==> config.mk <==
export PLATFORM = sky130hd
export DESIGN_NAME = conv2_seq_ctrl
export DESIGN_NICKNAME = d
export VERILOG_FILES = /design/src/rtl/conv2_seq_ctrl.sv
export SDC_FILE = /design/constraint.sdc
export NUM_CORES = 1
export LEC_CHECK = 0
export BUFFER_PORTS_ARGS = -buffer_cell sky130_fd_sc_hd__buf_2
export CAP_MARGIN = 10
export CORE_MARGIN = 2
export CORE_UTILIZATION = 54
export DETAILED_ROUTE_END_ITERATION = 6
export PLACE_DENSITY = 0.77
export SLEW_MARGIN = 20
export SYNTH_ARGS = -nofsm -noshare
export SYNTH_HDL_FRONTEND = slang
export SYNTH_SLANG_ARGS = --single-unit
==> constraint.sdc <==
create_clock -name clk -period 1.85 [get_ports clk]
set_input_delay 0.185 -clock clk [delete_from_list [all_inputs] [get_ports clk]]
set_output_delay 0.185 -clock clk [all_outputs]
set_load 0.005 [all_outputs]
==> src/rtl/conv2_seq_ctrl.sv <==
// rtl/conv2_seq_ctrl.sv - conv2 sequencer: gates pooled 12x12 pixels into the 5x5
// window buffers, strobes complete windows and re-times them into output coordinates.
module conv2_seq_ctrl #(
  parameter int WIDTH    = 12,
  parameter int HEIGHT   = 12,
  parameter int K        = 5,
  parameter int CALC_LAT = 2,
  parameter int CW       = 4
) (
  input  logic          clk,
  input  logic          rst_n,
  input  logic          start,
  input  logic          in_valid,
  input  logic          stall,
  output logic          in_ready,
  output logic          shift_en,
  output logic          win_valid,
  output logic          out_valid,
  output logic [CW-1:0] out_col,
  output logic [CW-1:0] out_row,
  output logic          out_last,
  output logic          busy,
  output logic          frame_done
);

  typedef enum logic [1:0] {
    S_IDLE,
    S_RUN,
    S_DRAIN,
    S_DONE
  } state_e;

  localparam logic [CW-1:0] COL_LAST  = CW'(WIDTH - 1);
  localparam logic [CW-1:0] ROW_LAST  = CW'(HEIGHT - 1);
  localparam logic [CW-1:0] WIN_FIRST = CW'(K - 1);
  localparam logic [CW-1:0] OCOL_LAST = CW'(WIDTH - K);
  localparam logic [CW-1:0] OROW_LAST = CW'(HEIGHT - K);

  state_e               state_q, state_d;
  logic [CW-1:0]        col_q, col_d;
  logic [CW-1:0]        row_q, row_d;
  logic [CW-1:0]        ocol_q, ocol_d;
  logic [CW-1:0]        orow_q, orow_d;
  logic                 win_q, win_d;
  logic [CALC_LAT-1:0]  dly_q;
  logic [CALC_LAT-1:0]  dly_shift;
  logic                 col_wrap;
  logic                 last_pix;
  logic                 win_hit;
  logic                 pending;

  // Next contents of the delay line; anything non-zero here means a result is
  // still ahead of the final stage.
  generate
    if (CALC_LAT == 1) begin : g_lat1
      assign dly_shift = win_q;
    end else begin : g_latn
      assign dly_shift = {dly_q[CALC_LAT-2:0], win_q};
    end
  endgenerate

  always_comb begin
    col_wrap  = (col_q == COL_LAST);
    last_pix  = col_wrap && (row_q == ROW_LAST);
    win_hit   = (row_q >= WIN_FIRST) && (col_q >= WIN_FIRST);
    pending   = |dly_shift;
    in_ready  = (state_q == S_RUN) && !stall;
    shift_en  = in_valid && in_ready;
    win_d     = shift_en && win_hit;
  end

  always_comb begin
    state_d = state_q;
    col_d   = col_q;
    row_d   = row_q;
    case (state_q)
      S_IDLE: begin
        if (start) begin
          state_d = S_RUN;
          col_d   = '0;
          row_d   = '0;
        end
      end
      S_RUN: begin
        if (shift_en) begin
          if (last_pix) begin
            state_d = S_DRAIN;
            col_d   = '0;
            row_d   = '0;
          end else if (col_wrap) begin
            col_d = '0;
            row_d = row_q + CW'(1);
          end else begin
            col_d = col_q + CW'(1);
          end
        end
      end
      S_DRAIN: begin
        if (!pending) begin
          state_d = S_DONE;
        end
      end
      S_DONE: begin
        state_d = S_IDLE;
      end
      default: begin
        state_d = S_IDLE;
      end
    endcase
  end

  // Output coordinates count emitted results, independent of the input raster.
  always_comb begin
    ocol_d = ocol_q;
    orow_d = orow_q;
    if ((state_q == S_IDLE) && start) begin
      ocol_d = '0;
      orow_d = '0;
    end else if (out_valid) begin
      if (ocol_q == OCOL_LAST) begin
        ocol_d = '0;
        orow_d = (orow_q == OROW_LAST) ? '0 : orow_q + CW'(1);
      end else begin
        ocol_d = ocol_q + CW'(1);
      end
    end
  end

  always_ff @(posedge clk or negedge rst_n) begin
    if (!rst_n) begin
      state_q <= S_IDLE;
      col_q   <= '0;
      row_q   <= '0;
      ocol_q  <= '0;
      orow_q  <= '0;
      win_q   <= 1'b0;
      dly_q   <= '0;
    end else begin
      state_q <= state_d;
      col_q   <= col_d;
      row_q   <= row_d;
      ocol_q  <= ocol_d;
      orow_q  <= orow_d;
      win_q   <= win_d;
      dly_q   <= dly_shift;
    end
  end

  always_comb begin
    win_valid  = win_q;
    out_valid  = dly_q[CALC_LAT-1];
    out_col    = ocol_q;
    out_row    = orow_q;
    out_last   = out_valid && (ocol_q == OCOL_LAST) && (orow_q == OROW_LAST);
    busy       = (state_q == S_RUN) || (state_q == S_DRAIN);
    frame_done = (state_q == S_DONE);
  end

endmodule
* After elaboration in Yosys (flattened, before gate mapping)
Index checks and enable logic that the tools add are counted.
** Word-level totals
- Flip-flop bits (word level) :: 21
- Input bits :: 5
- Output and inout bits :: 15
- Logic and storage cells :: 65
** Operators by class
- Add/sub/neg operators :: 4
- $lt $le $gt $ge :: 2
- Eq/ne operators :: 12
- Multiplexer cells :: 21
- Reduce and logical (&&, ||, !) cells :: 19
** Operator list (count)
- 2-to-1 mux 4 bit :: 14
- adder 4 x 1 -> 4 bit, second input constant :: 4
- case mux 4 bit (2 select lines) :: 2
- == test 4 x 3 -> 1 bit, second input constant :: 2
- == test 4 bit, second input constant :: 2
- greater-or-equal comparator 4 x 3 -> 1 bit, second input constant :: 2
- logical AND 1 bit :: 8
- 2-to-1 mux 2 bit :: 4
- != test 2 bit, second input constant :: 4
- case mux 2 bit (4 select lines) :: 1
- AND reduction 4 bit :: 2
- nonzero test 2 bit :: 3
- == test 2 bit, second input constant :: 2
- != test 3 bit, second input constant :: 1
- AND reduction 3 bit :: 1
- == test 2 x 1 -> 1 bit, second input constant :: 1
- zero test 2 bit :: 1
- AND reduction 2 bit :: 1
- OR reduction 2 bit :: 1
- zero test 1 bit :: 1
- logical OR 1 bit :: 1

* Logic depth before layout (Yosys ltp)
- Depth after elaboration :: 5
- Depth in mapped cells :: 7
- Depth with buffers taken out :: 6

* Worst setup path before layout
Ideal clock, no wire load.
- Path kind :: register to register
- From :: register state_q[1]
- To :: register state_q[1]
- Setup time :: 125 ps
- Data arrival time :: 1398 ps
- Data required time :: 1725 ps
- Path slack :: 327 ps
- Stages on the path, launching flop included :: 7
- Cells stage by stage :: dfrtp_1 -> inv_1 -> ha_1 -> buf_2 -> o21ai_1 -> nand3_1 -> mux2_2
** On the way
- Word-level cells in the longest chain between the ends :: 5
** RTL lines
- from (decl) :: line 39 : state_e state_q, state_d;
- from (signal assigned) :: line 139 : state_q <= state_d;
- == test 2 x 1 -> 1 bit :: line 67, 76
- logical AND 1 bit :: line 67 : in_ready = (state_q == S_RUN) && !stall;
- logical AND 1 bit :: line 68 : shift_en = in_valid && in_ready;
- != test 2 bit (no line)
- AND reduction 4 bit (no line)
Several ways; a longest one is shown, not always the timed one.
A chain may end at the register's enable or synchronous reset.

* Worst setup path after layout
- From :: register state_q[0]
- To :: register row_q[1]
** On the way
- Word-level cells in the longest chain between the ends :: 5
** RTL lines
- == test 2 x 1 -> 1 bit :: line 67, 76
- logical AND 1 bit :: line 67
- logical AND 1 bit :: line 68
- != test 2 bit (no line)
- AND reduction 4 bit (no line)
- to (signal assigned) :: line 141 : row_q <= row_d;
- to (decl) :: line 41 : logic [CW-1:0] row_q, row_d;
Several ways; a longest one is shown, not always the timed one.

==> impl_metrics.env <==
export IMPL_synthCells=111
export IMPL_reg2reg_depth=7
export IMPL_peakVddDrop_uv=527
export IMPL_p_per_area_mw_per_mm2=689
export IMPL_wl_per_cell_um=13.4
export IMPL_die_h_um=50.0
export IMPL_fill_cells=159
export IMPL_cts_resized=0
export IMPL_post_route_min_period_ns=1.72
export IMPL_clkTransAtPathRegs_ns=0.11
export IMPL_synth_top_area_frac=0.459
export IMPL_slew_violations=0
export IMPL_yosysWarnings=0
export IMPL_status="finished clean"
export IMPL_nets=148
export IMPL_drt_iter0_markers=15
export IMPL_rsz0062_at_grt="no"
export IMPL_syn_avg_cell_area_um2=10.3
export IMPL_clk_insertion_delay_late_ns=0.29
export IMPL_ant_nets=0
export IMPL_ioPinCount=20
export IMPL_synth_cell_types=37
export IMPL_final_hold_violation_count=0
export IMPL_clockBufferDepth=2
export IMPL_critPathCaptureType="register"
export IMPL_clock_sinks=21
export IMPL_ys_seq_elements=21
export IMPL_cts_tree="built"
export IMPL_routed_wl_mm=2.15
export IMPL_p_total_w=0.000899
export IMPL_async_flop_share=1.00
export IMPL_syn_nets=124
export IMPL_hold_path_class="primary input to register"
export IMPL_grt_usage=0.198
export IMPL_tightest_slew_ns=0.452
export IMPL_synth_area_leader_cell="dfrtp_1"
export IMPL_synth_area_top_cells="dfrtp_1 46%, ha_1 8.7%, nand3_1 3.9%"
export IMPL_crit_required_ns=2.04
export IMPL_synth_edff_count=0
export IMPL_die_area_mm2=0.00250
export IMPL_setup_viol=0
export IMPL_start_util=0.578
export IMPL_placed_area_mm2=0.00126
export IMPL_routabilityCongestion=0.821
export IMPL_synth_flop_cell="dfrtp_1"
export IMPL_io_buffers=19
export IMPL_arrival_ns=1.92
export IMPL_first_pass_iters=4
export IMPL_hold_depth=3
export IMPL_fin_tns_setup_ns=0
export IMPL_numCtsBuffers=3
export IMPL_worstSetupPathType="register to register"
export IMPL_fin_skew_ns=0.000705
export IMPL_drive_gt1_frac=0.231
export IMPL_grt_pass1_wl_mm=3.80
export IMPL_cp_start_kind="register"
export IMPL_die_w_um=50.0
export IMPL_holdCritStartpoint="in_valid"
export IMPL_rr_startpoint="state_q[0]$_DFFE_PN0P_"
export IMPL_root_buffer="clkbuf_4"
export IMPL_num_vias=904
export IMPL_worstSetupStartpoint="state_q[0]$_DFFE_PN0P_"
export IMPL_drv_cap=0
export IMPL_htreeDepth=1
export IMPL_grt_pass1_vias=875
export IMPL_path_max_fanout=10
export IMPL_rows=16
export IMPL_drcViolationCount=0
export IMPL_area_growth_pct=14.0
export IMPL_yosysSeqAreaShare=0.459
export IMPL_dp_hpwl_mm=1.60
export IMPL_syn_cell_area_mm2=0.00114
export IMPL_core_mm2=0.00198
export IMPL_grt_antenna_before_repair=0
export IMPL_grt_max_degree=22
export IMPL_antennaDiodeCount=0
export IMPL_fmax_ghz=0.580
export IMPL_grt_overflow_total=0
export IMPL_viasPerCell=5.61
export IMPL_fin_area_mm2=0.00131
export IMPL_r2r_setup_slack_ns=0.13
export IMPL_leakagePower_nw=0.613
export IMPL_maxSlewHeadroom=0.699
export IMPL_fin_crit_sh=0.932
## cells in the mapped netlist, types with 2 or more instances
master	instances
dfrtp_1	21
nor2_1	10
nand3_1	9
ha_1	8
nand2_1	7
a21oi_1	4
inv_1	4
nand2b_1	4
o21ai_0	4
nand4_1	3
o2bb2ai_1	3
xor2_1	3
a21boi_0	2
and2_1	2
mux2i_1	2
nand3b_1	2
nor2b_1	2
or2_2	2
## metal layers
| layer | GRT usage | part of all wire |
|---|---|---|
| met1 | 0.248 | 0.47 |
| met2 | 0.344 | 0.49 |
| met4 | 0.0694 | 0.010 |
| met3 | 0.0273 | 0.027 |
| met5 | 0 | 0 |
## metrics by stage
step / instances / utilization / worst slack (ns) / hold slack [ns]
2_1_floorplan: 111 / - / 0.327 / -0.111
3_3_place_gp: 155 / 0.636 / 0.253 / 0.160
3_5_place_dp: 155 / 0.636 / 0.186 / 0.161
4_1_cts: 160 / 0.655 / 0.162 / 0.283
5_1_grt: 161 / 0.658 / 0.0332 / 0.289
6_report: 161 / 0.658 / 0.127 / 0.288
## what timing repair did
| item | 4_1_cts | 5_1_grt |
|---|---|---|
| hold buffers | 1 | 0 |
| setup buffers | 0 | 1 |
| endpoints found under the setup margin | 0 | 3 |
| hold endpoints to repair | 21 | 0 |
## worst paths after layout
kind	endpoint
worst min register to register	dly_q[1]$_DFF_PN0_
worst max register to register	row_q[1]$_DFFE_PN0P_
worst min-delay path	win_valid$_DFF_PN0_
max in group asynchronous	dly_q[1]$_DFF_PN0_
worst max-delay path	row_q[1]$_DFFE_PN0P_
min in group asynchronous	state_q[1]$_DFFE_PN0P_
## critical path: stages, from the launching register on
cell and delay (ns):
dfrtp_1 0.39, inv_1 0.09, ha_1 0.24, nor2b_1 0.16, a211oi_2 0.26, buf_4 0.21
nand2_1 0.08, a21bo_1 0.20
## layout by cell type, fill, tap and decap left out, drive strengths merged, types with 3 or more instances in the layout
cell type,Yosys,routed
buf,3,22
dfrtp,21,21
nor2,10,10
nand3,9,9
ha,8,8
nand2,7,7
o21ai,5,5
inv,4,4
nand2b,4,4
a21oi,4,4
clkbuf,1,4
o2bb2ai,3,3
nand4,3,3
xor2,3,3
## area by class of cell
type                    instances  area, um2  area share
multi-input cells              82        577       0.442
inverters                       4       15.0      0.0115
repair buffers                 23        128      0.0978
flip-flops and latches         21        526       0.403
well taps                      27       33.8      0.0259
clock buffers                   4       26.3      0.0201
## kinds of logic after synthesis
kind of cell	Yosys count	share of synthesized area
fa+ha+maj	8	0.0874
compound gates	20	0.126
buf+inv	8	0.0371
mux	3	0.0273
flops	21	0.459
xor+xnor	4	0.0306
simple gates	47	0.233
## power by group
group | leakage, nW | switching (W) | internal [W]
logic | 0.358 | 0.0000690 | 0.0000752
clock network | 0.0150 | 0.000126 | 0.0000839
registers | 0.239 | 0.0000423 | 0.000503
## flip-flops by register name, indices dropped and copies added, names as in the netlist
name and flops:
state_q 2, col_q 4, out_col 4, out_row 4
win_valid 1, row_q 4, dly_q 2
No activity file was read; power rests on OpenSTA's default activity.
